==> src/rtl/alu_master_if.sv <==
// alu_master_if - system bus seen by the ALU job sequencer.
// Carries arbitration (m_req/m_grant), the single-cycle access strobe,
// address/data in both directions and the slave interrupt line.
interface alu_master_if;
  logic        m_req;
  logic        m_grant;
  logic        m_wr;
  logic [15:0] m_addr;
  logic [31:0] m_dout;
  logic [31:0] m_din;
  logic        m_interrupt;

  modport master (
    output m_req, m_wr, m_addr, m_dout,
    input  m_grant, m_din, m_interrupt
  );

  modport slave (
    input  m_req, m_wr, m_addr, m_dout,
    output m_grant, m_din, m_interrupt
  );
endinterface

==> src/rtl/alu_master.sv <==
// alu_master - runs one ALU job on the ALU slave: enable IRQ, load operands,
// write instruction, start, wait for IRQ, read RESULT/ALU_STATUS, clear IRQ.
// Optional watchdog on the interrupt wait: define ALU_MASTER_TIMEOUT_EN.
module alu_master #(
  parameter logic [15:0] BASE_ADDR   = 16'h0200,
  parameter int          TIMEOUT_CYC = 1024
) (
  input  logic         clk,
  input  logic         reset,
  input  logic         cmd_valid,
  output logic         cmd_ready,
  input  logic [31:0]  cmd_inst,
  input  logic [3:0]   cmd_opcnt,
  input  logic         op_valid,
  output logic         op_ready,
  input  logic [31:0]  op_data,
  output logic         res_valid,
  input  logic         res_ready,
  output logic [31:0]  res_data,
  output logic [1:0]   res_status,
  output logic         res_timeout,
  alu_master_if.master bus
);

  // Slave register addresses: offset lives in the low byte of the address.
  localparam logic [15:0] A_START = {BASE_ADDR[15:8], 8'h00};
  localparam logic [15:0] A_INT   = {BASE_ADDR[15:8], 8'h01};
  localparam logic [15:0] A_IE    = {BASE_ADDR[15:8], 8'h02};
  localparam logic [15:0] A_INST  = {BASE_ADDR[15:8], 8'h03};
  localparam logic [15:0] A_RES   = {BASE_ADDR[15:8], 8'h04};
  localparam logic [15:0] A_STAT  = {BASE_ADDR[15:8], 8'h05};

  typedef enum logic [3:0] {
    S_IDLE, S_REQ, S_W_IE, S_W_OP, S_W_INST, S_W_START, S_WAIT,
    S_REQ2, S_R_RES, S_C_RES, S_C_STAT, S_W_CLR, S_OUT
  } state_t;

  state_t      state_q, state_d;
  logic [31:0] inst_q, inst_d;
  logic [3:0]  cnt_q, cnt_d;
  logic [3:0]  idx_q, idx_d;
  logic        res_valid_q, res_valid_d;
  logic [31:0] res_data_q, res_data_d;
  logic [1:0]  res_status_q, res_status_d;
  logic        cap_q, cap_d;       // RESULT already captured during a C_RES stall

  logic        grant;
  logic        m_req_c, m_wr_c, op_ready_c;
  logic [15:0] m_addr_c;
  logic [31:0] m_dout_c;

  assign grant = bus.m_grant;

`ifdef ALU_MASTER_TIMEOUT_EN
  localparam int TW = (TIMEOUT_CYC > 1) ? $clog2(TIMEOUT_CYC) : 1;
  localparam logic [TW-1:0] W_LIMIT = TW'(TIMEOUT_CYC - 1);
  logic [TW-1:0] wcnt_q, wcnt_d;
  logic          to_flag_q, to_flag_d;     // this job lost its interrupt
  logic          res_timeout_q, res_timeout_d;
  assign res_timeout = res_timeout_q;
`else
  assign res_timeout = 1'b0;
`endif

  // A zero or negative watchdog limit would make the wait meaningless.
  if (TIMEOUT_CYC < 1) begin : g_bad_timeout
    $error("alu_master: TIMEOUT_CYC must be at least 1");
  end

  // Bus access decode: an access only happens in a granted cycle.
  always_comb begin
    m_req_c    = 1'b0;
    m_wr_c     = 1'b0;
    m_addr_c   = A_STAT;
    m_dout_c   = 32'h0;
    op_ready_c = 1'b0;
    case (state_q)
      S_REQ, S_REQ2, S_C_STAT: m_req_c = 1'b1;
      S_W_IE: begin
        m_req_c = 1'b1;
        if (grant) begin
          m_wr_c = 1'b1; m_addr_c = A_IE; m_dout_c = 32'h1;
        end
      end
      S_W_OP: begin
        m_req_c = 1'b1;
        if (grant && op_valid) begin
          m_wr_c     = 1'b1;
          m_addr_c   = {BASE_ADDR[15:8], 4'h1, idx_q};
          m_dout_c   = op_data;
          op_ready_c = 1'b1;
        end
      end
      S_W_INST: begin
        m_req_c = 1'b1;
        if (grant) begin
          m_wr_c = 1'b1; m_addr_c = A_INST; m_dout_c = inst_q;
        end
      end
      S_W_START: begin
        m_req_c = 1'b1;
        if (grant) begin
          m_wr_c = 1'b1; m_addr_c = A_START; m_dout_c = 32'h1;
        end
      end
      S_R_RES: begin
        m_req_c = 1'b1;
        if (grant) m_addr_c = A_RES;
      end
      // The ALU_STATUS read uses the idle address, so only m_req matters here.
      S_C_RES: m_req_c = 1'b1;
      S_W_CLR: begin
        m_req_c = 1'b1;
        if (grant) begin
          m_wr_c = 1'b1; m_addr_c = A_INT; m_dout_c = 32'h0;
        end
      end
      default: ;
    endcase
  end

  assign bus.m_req  = m_req_c;
  assign bus.m_wr   = m_wr_c;
  assign bus.m_addr = m_addr_c;
  assign bus.m_dout = m_dout_c;
  assign op_ready   = op_ready_c;
  assign cmd_ready  = (state_q == S_IDLE);
  assign res_valid  = res_valid_q;
  assign res_data   = res_data_q;
  assign res_status = res_status_q;

  // Job sequencing: next state and next values of the result registers.
  always_comb begin
    state_d      = state_q;
    inst_d       = inst_q;
    cnt_d        = cnt_q;
    idx_d        = idx_q;
    res_valid_d  = res_valid_q;
    res_data_d   = res_data_q;
    res_status_d = res_status_q;
    cap_d        = cap_q;
`ifdef ALU_MASTER_TIMEOUT_EN
    wcnt_d        = wcnt_q;
    to_flag_d     = to_flag_q;
    res_timeout_d = res_timeout_q;
`endif
    case (state_q)
      S_IDLE: if (cmd_valid) begin
        inst_d  = cmd_inst;
        cnt_d   = cmd_opcnt;
        idx_d   = 4'd0;
        state_d = S_REQ;
      end
      S_REQ:    if (grant) state_d = S_W_IE;
      S_W_IE:   if (grant) state_d = S_W_OP;
      S_W_OP: if (grant && op_valid) begin
        idx_d = idx_q + 4'd1;
        if (idx_q == cnt_q) state_d = S_W_INST;
      end
      S_W_INST: if (grant) state_d = S_W_START;
      S_W_START: if (grant) begin
        state_d = S_WAIT;
`ifdef ALU_MASTER_TIMEOUT_EN
        wcnt_d    = '0;
        to_flag_d = 1'b0;
`endif
      end
      S_WAIT: begin
        if (bus.m_interrupt) begin
          state_d = S_REQ2;
`ifdef ALU_MASTER_TIMEOUT_EN
        end else if (wcnt_q == W_LIMIT) begin
          to_flag_d = 1'b1;
          state_d   = S_REQ2;
        end else begin
          wcnt_d = wcnt_q + 1'b1;
`endif
        end
      end
      S_REQ2: if (grant) begin
`ifdef ALU_MASTER_TIMEOUT_EN
        state_d = to_flag_q ? S_W_CLR : S_R_RES;
`else
        state_d = S_R_RES;
`endif
      end
      S_R_RES: if (grant) begin
        state_d = S_C_RES;
        cap_d   = 1'b0;
      end
      // RESULT arrives on m_din the cycle after its read; capture it once
      // even if the follow-up ALU_STATUS read is stalled by the arbiter.
      S_C_RES: begin
        if (!cap_q) begin
          res_data_d = bus.m_din;
          cap_d      = 1'b1;
        end
        if (grant) state_d = S_C_STAT;
      end
      S_C_STAT: begin
        res_status_d = bus.m_din[1:0];
        state_d      = S_W_CLR;
      end
      S_W_CLR: if (grant) begin
        res_valid_d = 1'b1;
        state_d     = S_OUT;
`ifdef ALU_MASTER_TIMEOUT_EN
        if (to_flag_q) begin
          res_timeout_d = 1'b1;
          res_data_d    = 32'h0;
          res_status_d  = 2'b11;
        end
`endif
      end
      S_OUT: if (res_ready) begin
        res_valid_d = 1'b0;
        state_d     = S_IDLE;
`ifdef ALU_MASTER_TIMEOUT_EN
        res_timeout_d = 1'b0;
`endif
      end
      default: state_d = S_IDLE;
    endcase
  end

  // State and result registers; reset abandons any job in flight.
  always_ff @(posedge clk or posedge reset) begin
    if (reset) begin
      state_q      <= S_IDLE;
      inst_q       <= 32'h0;
      cnt_q        <= 4'd0;
      idx_q        <= 4'd0;
      res_valid_q  <= 1'b0;
      res_data_q   <= 32'h0;
      res_status_q <= 2'b00;
      cap_q        <= 1'b0;
`ifdef ALU_MASTER_TIMEOUT_EN
      wcnt_q        <= '0;
      to_flag_q     <= 1'b0;
      res_timeout_q <= 1'b0;
`endif
    end else begin
      state_q      <= state_d;
      inst_q       <= inst_d;
      cnt_q        <= cnt_d;
      idx_q        <= idx_d;
      res_valid_q  <= res_valid_d;
      res_data_q   <= res_data_d;
      res_status_q <= res_status_d;
      cap_q        <= cap_d;
`ifdef ALU_MASTER_TIMEOUT_EN
      wcnt_q        <= wcnt_d;
      to_flag_q     <= to_flag_d;
      res_timeout_q <= res_timeout_d;
`endif
    end
  end

endmodule

==> src/flat_wrapper.sv <==
// flat-port wrapper written by rule: the top's interface ports become plain ports
module alu_master_flat 
#(
  parameter logic [15:0] BASE_ADDR   = 16'h0200,
  parameter int          TIMEOUT_CYC = 1024
)
  (clk, reset, cmd_valid, cmd_ready, cmd_inst, cmd_opcnt, op_valid, op_ready, op_data, res_valid, res_ready, res_data, res_status, res_timeout, bus_m_req, bus_m_wr, bus_m_addr, bus_m_dout, bus_m_grant, bus_m_din, bus_m_interrupt);
  alu_master_if bus_i ();
  input  logic clk;
  input  logic reset;
  input  logic cmd_valid;
  output logic cmd_ready;
  input  logic [31:0] cmd_inst;
  input  logic [3:0] cmd_opcnt;
  input  logic op_valid;
  output logic op_ready;
  input  logic [31:0] op_data;
  output logic res_valid;
  input  logic res_ready;
  output logic [31:0] res_data;
  output logic [1:0] res_status;
  output logic res_timeout;
  output wire logic [$bits(bus_i.m_req)-1:0] bus_m_req;
  output wire logic [$bits(bus_i.m_wr)-1:0] bus_m_wr;
  output wire logic [$bits(bus_i.m_addr)-1:0] bus_m_addr;
  output wire logic [$bits(bus_i.m_dout)-1:0] bus_m_dout;
  input wire logic [$bits(bus_i.m_grant)-1:0] bus_m_grant;
  input wire logic [$bits(bus_i.m_din)-1:0] bus_m_din;
  input wire logic [$bits(bus_i.m_interrupt)-1:0] bus_m_interrupt;
  assign bus_m_req = bus_i.m_req;
  assign bus_m_wr = bus_i.m_wr;
  assign bus_m_addr = bus_i.m_addr;
  assign bus_m_dout = bus_i.m_dout;
  assign bus_i.m_grant = bus_m_grant;
  assign bus_i.m_din = bus_m_din;
  assign bus_i.m_interrupt = bus_m_interrupt;
  alu_master #(.BASE_ADDR(BASE_ADDR), .TIMEOUT_CYC(TIMEOUT_CYC)) u_core (.clk(clk), .reset(reset), .cmd_valid(cmd_valid), .cmd_ready(cmd_ready), .cmd_inst(cmd_inst), .cmd_opcnt(cmd_opcnt), .op_valid(op_valid), .op_ready(op_ready), .op_data(op_data), .res_valid(res_valid), .res_ready(res_ready), .res_data(res_data), .res_status(res_status), .res_timeout(res_timeout), .bus(bus_i));
endmodule
==> config.mk <==
export PLATFORM = sky130hd
export DESIGN_NAME = alu_master_flat
export DESIGN_NICKNAME = d
export VERILOG_FILES = /design/src/rtl/alu_master_if.sv /design/src/rtl/alu_master.sv /design/src/flat_wrapper.sv
export SDC_FILE = /design/constraint.sdc
export NUM_CORES = 1
export LEC_CHECK = 0
export BUFFER_PORTS_ARGS = -buffer_cell sky130_fd_sc_hd__buf_2
export CAP_MARGIN = 0
export CORE_MARGIN = 2
export CORE_UTILIZATION = 48
export DETAILED_ROUTE_END_ITERATION = 6
export HOLD_SLACK_MARGIN = 0.06
export PLACE_DENSITY_LB_ADDON = 0.1
export SYNTH_ARGS = -nofsm -noshare
export SYNTH_HDL_FRONTEND = slang
export SYNTH_SLANG_ARGS = --single-unit
==> constraint.sdc <==
create_clock -name clk -period 4.5 [get_ports clk]
set_input_delay 0.675 -clock clk [delete_from_list [all_inputs] [get_ports clk]]
set_output_delay 0.675 -clock clk [all_outputs]
set_load 0.01 [all_outputs]
* After elaboration in Yosys (flattened, before gate mapping)
Cells that the tools add are included.
** Word-level totals
- Bits of input ports :: 107
- Logic and storage cells :: 88
- Bits in registers :: 80
** Operators by class
- Mux-type cells :: 38
- Reduce and logical (&&, ||, !) cells :: 14
- Equality and inequality tests :: 26
- Bitwise operators :: 1
- $add $sub $neg :: 1
** Operators with widths (count)
- $pmux 16 s6 :: 1
- $pmux 32 s3 :: 1
- $mux 32 :: 2
- $mux 4 :: 15
- $pmux 4 s13 :: 1
- $ne 2x2->1 const B :: 11
- $eq 4x4->1 const B :: 5
- $eq 4x3->1 const B :: 4
- $reduce_and 13->1 :: 1
- $mux 3 :: 4
- $reduce_or 10->1 :: 1
- $mux 1 :: 9
- $eq 4x2->1 const B :: 2
- $pmux 4 s2 :: 1
- $pmux 1 s2 :: 3
- $reduce_and 2->1 :: 3
- $reduce_and 3->1 :: 2
- $reduce_bool 2->1 :: 3
- $mux 5 :: 1
- $add 4x1->4 const B :: 1
- $eq 4x1->1 const B :: 1
- $eq 4x4->1 :: 1
- $logic_not 4->1 :: 1
- $ne 2x1->1 const B :: 2
- 4 further kinds :: 4

* Logic depth before layout (Yosys ltp)
- Word-level depth :: 4
- Depth in mapped cells :: 7
- Gate-level depth less buffers :: 5

* Worst setup path after synthesis
OpenSTA, ideal clock, no wires.
- Path kind :: input to output
- Start point :: input port bus_m_grant
- End point :: output port bus_m_dout[20]
- Path slack :: 2.170 ns
- Data required time :: 3.825 ns
- Stages on the path :: 5
- Arrival :: 1.655 ns
- Cell sequence :: buf_2 -> nand3b_4 -> nor3_4 -> buf_2 -> a22o_1
** Between the ends
- Cells in the longest elaborated chain, start to end :: 3
- Elaborated cells between the ends (all ways) :: 4
** Ends and longest elaborated chain
- from (decl) :: line flat_wrapper.sv:27 : input wire logic [$bits(bus_i.m_grant)-1:0] bus_m_grant;
- $logic_and 1x1->1 :: line alu_master.sv:87 : if (grant && op_valid) begin
- $mux 32 :: line alu_master.sv:87
- $pmux 32 s3 (*) :: line alu_master.sv:77 : case (state_q)
- to (decl) :: line flat_wrapper.sv:26 : output wire logic [$bits(bus_i.m_dout)-1:0] bus_m_dout;
Every way passes the cells marked *; elsewhere a longest branch is shown, timed or not.

* Worst setup path after layout
- Start point :: register u_core.state_q[2]
- End point :: output port bus_m_dout[0]
** Between the ends
- Cells in the longest elaborated chain, start to end :: 3
- Elaborated cells between the ends (all ways) :: 6
** Ends and longest elaborated chain
- from (decl) :: line alu_master.sv:38 : state_t state_q, state_d;
- from (signal assigned) :: line alu_master.sv:243 : state_q <= state_d;
- $eq 4x2->1 or $eq 4x3->1 (tied branches) :: line alu_master.sv:77
- $reduce_or 2->1 (no line)
- $pmux 32 s3 (*) :: line alu_master.sv:77
Marked as above.

==> impl_metrics.csv <==
group,metric,value,unit
sta,worst_slew_pin_slew,0.963,ns
die,initial_core_util,48.8,%
die,die-area,0.00901,mm²
clock_tree,clock_insertion_delay_worst_skew,0.36,ns
layout,fillerInstances,689,
pwr,cellPowerDensity,601,mW/mm²
synthesis,avgSynthCellArea,12.6,µm²
clock_tree,cts_root_buffer,"sky130_fd_sc_hd__clkbuf_8",
sta,headroom_to_the_max_slew_limit,35.8,%
clock_tree,post_cts_resized,0,
grt,grt-ovfl-total,0,
synthesis,ys_ff_latch,80,
synthesis,sequential_to_total_area_share_from_yosys_stat,50.4,%
grt,first_global_vias,2832,
detailed_routing,via_count,3073,
clock_tree,setup_repair_bufs_after_cts,0,
place,placement.io_buffers,182,
layout,finish.net_count,593,
setup_path,timing_worst_setup_path_type,"reg2out",
synthesis,synth_cells,314,
setup_path,crit_required,3.83,ns
layout,synthToLayoutAreaGrowth,27.2,%
layout,storage_cell_area,0.00200,mm²
outcome,result_of_the_run,"complete, no violations",
sta,finClkSkew,0.0112,ns
clock_tree,cts_tree,"yes",
sta,hold_violations,0,
clock_tree,tritoncts_num_sinks,80,
sta,slew_violations,0,
detailed_routing,detail-route-antenna-nets,0,
die,core_area,0.00813,mm²
die,pin_count,195,
sta,final.setup.tns,0,ns
setup_path,cp.buffers_inverters,3,
clock_tree,cts_made_buffers,9,
die,placementRows,33,
pwr,p_leak,2.58,nW
setup_path,crit_chain,"inv_1 > nor2_1 > and3_1 > buf_4 > a221o_1 > buf_2",
detailed_routing,post_drt_wl_per_cell,14.9,µm
synthesis,ys.warnings.count,0,
sta,setup_viol,0,
layout,drive_above_1_share,56.7,%
worst_hold_path,timing.hold.worst.class,"in2async",
die,die-width,94.9,µm
setup_path,critPathCaptureType,"primary output",
layout,layout_common_cells,"sky130_fd_sc_hd__buf_2, sky130_fd_sc_hd__dfrtp_1, sky130_fd_sc_hd__mux2_2",
pwr,total_power,3.04,mW
detailed_routing,first_iter_violations,102,
place,detailedPlacementHpwl,6.51,mm
sta,fin_crit,3.36,ns
synthesis,synth_top_area_share,50.4,%
synthesis,synth-edff-count,0,
synthesis,postSynth.asyncResetShare,100,%
run,drv.max_cap_violation_count,0,
synthesis,yosys_cell_types,46,
synthesis,post-synth-top-area-cell,"sky130_fd_sc_hd__dfrtp_1",
setup_path,timing.critical_path.from_type,"flip-flop",
setup_path,arrival,2.69,ns
sta,fmaxAchievable,0.298,GHz
clock_tree,ctsHtreeMaxLevel,3,
setup_path,worst_path_max_delay_cell,"sky130_fd_sc_hd__dfrtp_1",
synthesis,yosys-top-cells-area,"sky130_fd_sc_hd__dfrtp_1, sky130_fd_sc_hd__mux2_2, sky130_fd_sc_hd__a22o_1",
detailed_routing,route.final.wire_length,8.89,mm
sta,timing.final.crit_share,74.7,%
setup_path,critical_path.top_delay_family,"flip-flops",
clock_tree,clock_tree.buffer_depth,2,
layout,most_common_cell_after_layout_fill_and_taps_aside,"sky130_fd_sc_hd__buf_2",
sta,rsz_0062_raised_after_global_routing,"no",
layout,area_used_by_multi_input_combinational_logic,0.00174,mm²
setup_path,critical_path_peak_fanout,32,
grt,grt_util_all_layers,19.7,%
die,die_h,94.9,µm
clock_tree,hold_buffers,0,
clock_tree,cts.clk_slew.worst_paths,0.08,ns
grt,grt_max_degree,42,
detailed_routing,route.detailed.vias_per_inst,5.16,
grt,global_route_wire_length_before_repair,13.7,mm
pwr,irDropWorstVdd,0.268,mV
layout,antenna_cells,0,
synthesis,synth_top_flop_cell,"sky130_fd_sc_hd__dfrtp_1",
place,gpl.final_weighted_congestion,0.856,
grt,grt_antenna_before_repair,0,
detailed_routing,drc,0,
detailed_routing,dr.pass1.iters,4,
synthesis,netlist_area,0.00397,mm²
setup_path,cp_peak_stage_delay,0.98,ns
==> worst reg2reg max path: stages (launching register included) <==
cell,delay (ns)
sky130_fd_sc_hd__dfrtp_1,0.66
sky130_fd_sc_hd__nor4_4,0.39
sky130_fd_sc_hd__and2_2,0.77
sky130_fd_sc_hd__mux2_2,0.46
==> path summary, 6_finish.rpt <==
| kind | slack [ns] | start | endpoint | depth (start not counted) |
|---|---|---|---|---|
| max reg2reg | 2.10 | u_core.state_q[3]$_DFFE_PP0P_ | u_core.inst_q[17]$_DFFE_PP0P_ | 3 |
| min reg2reg | 0.50 | u_core.res_data[18]$_DFFE_PP0P_ | u_core.res_data[18]$_DFFE_PP0P_ | 1 |
| min in group clk | 0.50 | u_core.res_data[18]$_DFFE_PP0P_ | u_core.res_data[18]$_DFFE_PP0P_ | 1 |
| max | 1.14 | u_core.state_q[2]$_DFFE_PP0P_ | bus_m_dout[0] | 6 |
| min | 0.40 | reset | u_core.res_data[13]$_DFFE_PP0P_ | 2 |
| max in group asynchronous | 3.16 | reset | u_core.inst_q[12]$_DFFE_PP0P_ | 3 |
==> synthesized netlist by cell type, drive strengths merged (2+ instances only) <==
cell	n
o21ai	6
a22o	33
nor3	6
o211ai	2
a32oi	2
nor4	3
a21oi	7
dfrtp	80
buf	32
a221o	2
nor2	9
xnor2	8
nor2b	2
o31ai	2
nand3	5
inv	5
mux2	72
conb	2
clkbuf	4
nand2b	3
o21a	2
o21bai	2
nand2	9
and2	2
==> registers in the layout (all words and copies together) (netlist names) <==
register           flops
u_core.cap_q           1
u_core.cnt_q           4
u_core.idx_q           4
u_core.inst_q         32
u_core.res_data       32
u_core.res_status      2
u_core.res_valid       1
u_core.state_q         4
==> routing by layer <==
layer  global-route usage, %  vias up  wire (µm)  share of wire, %
met3                    6.30       13        774               8.7
met5                       0        -          0                 0
met4                    7.97        0        138               1.6
met2                    30.6      124       4240                48
li1                        -     1465          -                 -
met1                    25.7     1471       3740                42
==> final cells by class <==
cell class	instances	share of cell area, %
flip-flops and latches	80	39.6
multi-input cells	203	34.4
repair buffers	186	18.6
well taps	105	2.60
clock buffers	10	2.53
clock inverters	6	1.83
inverters	5	0.396
==> stage by stage <==
stage               cells  utilization, %  instance area [µm²]  setup WS (ns)  hold slack, ns
finish                595            62.1                 5050           1.14           0.398
global route          595            62.1                 5050          0.981           0.463
CTS                   595            62.1                 5050           1.15           0.418
detailed placement    579            59.4                 4830           1.54           0.481
global placement      579            59.4                 4830           1.59           0.472
floorplan             324               -                 4010           1.77           0.482
==> where the power goes <==
part	internal, mW	total (mW)	switching [mW]
clock	0.316	0.586	0.271
sequential	1.05	1.32	0.276
combinational	0.624	1.13	0.502
==> cell families after synthesis <==
group                    after synthesis  synth area share [%]
flip-flops                            80                  50.4
multiplexers                          73                  20.8
AO/OA/AOI/OAI                         62                  12.3
AND/OR/NAND/NOR                       47                  7.41
buffers and inverters                 41                  6.84
XOR/XNOR                               8                  1.76
other                                  2                 0.189
adder cells (fa/ha/maj)                1                 0.315
(Power assumes the default switching activity.)
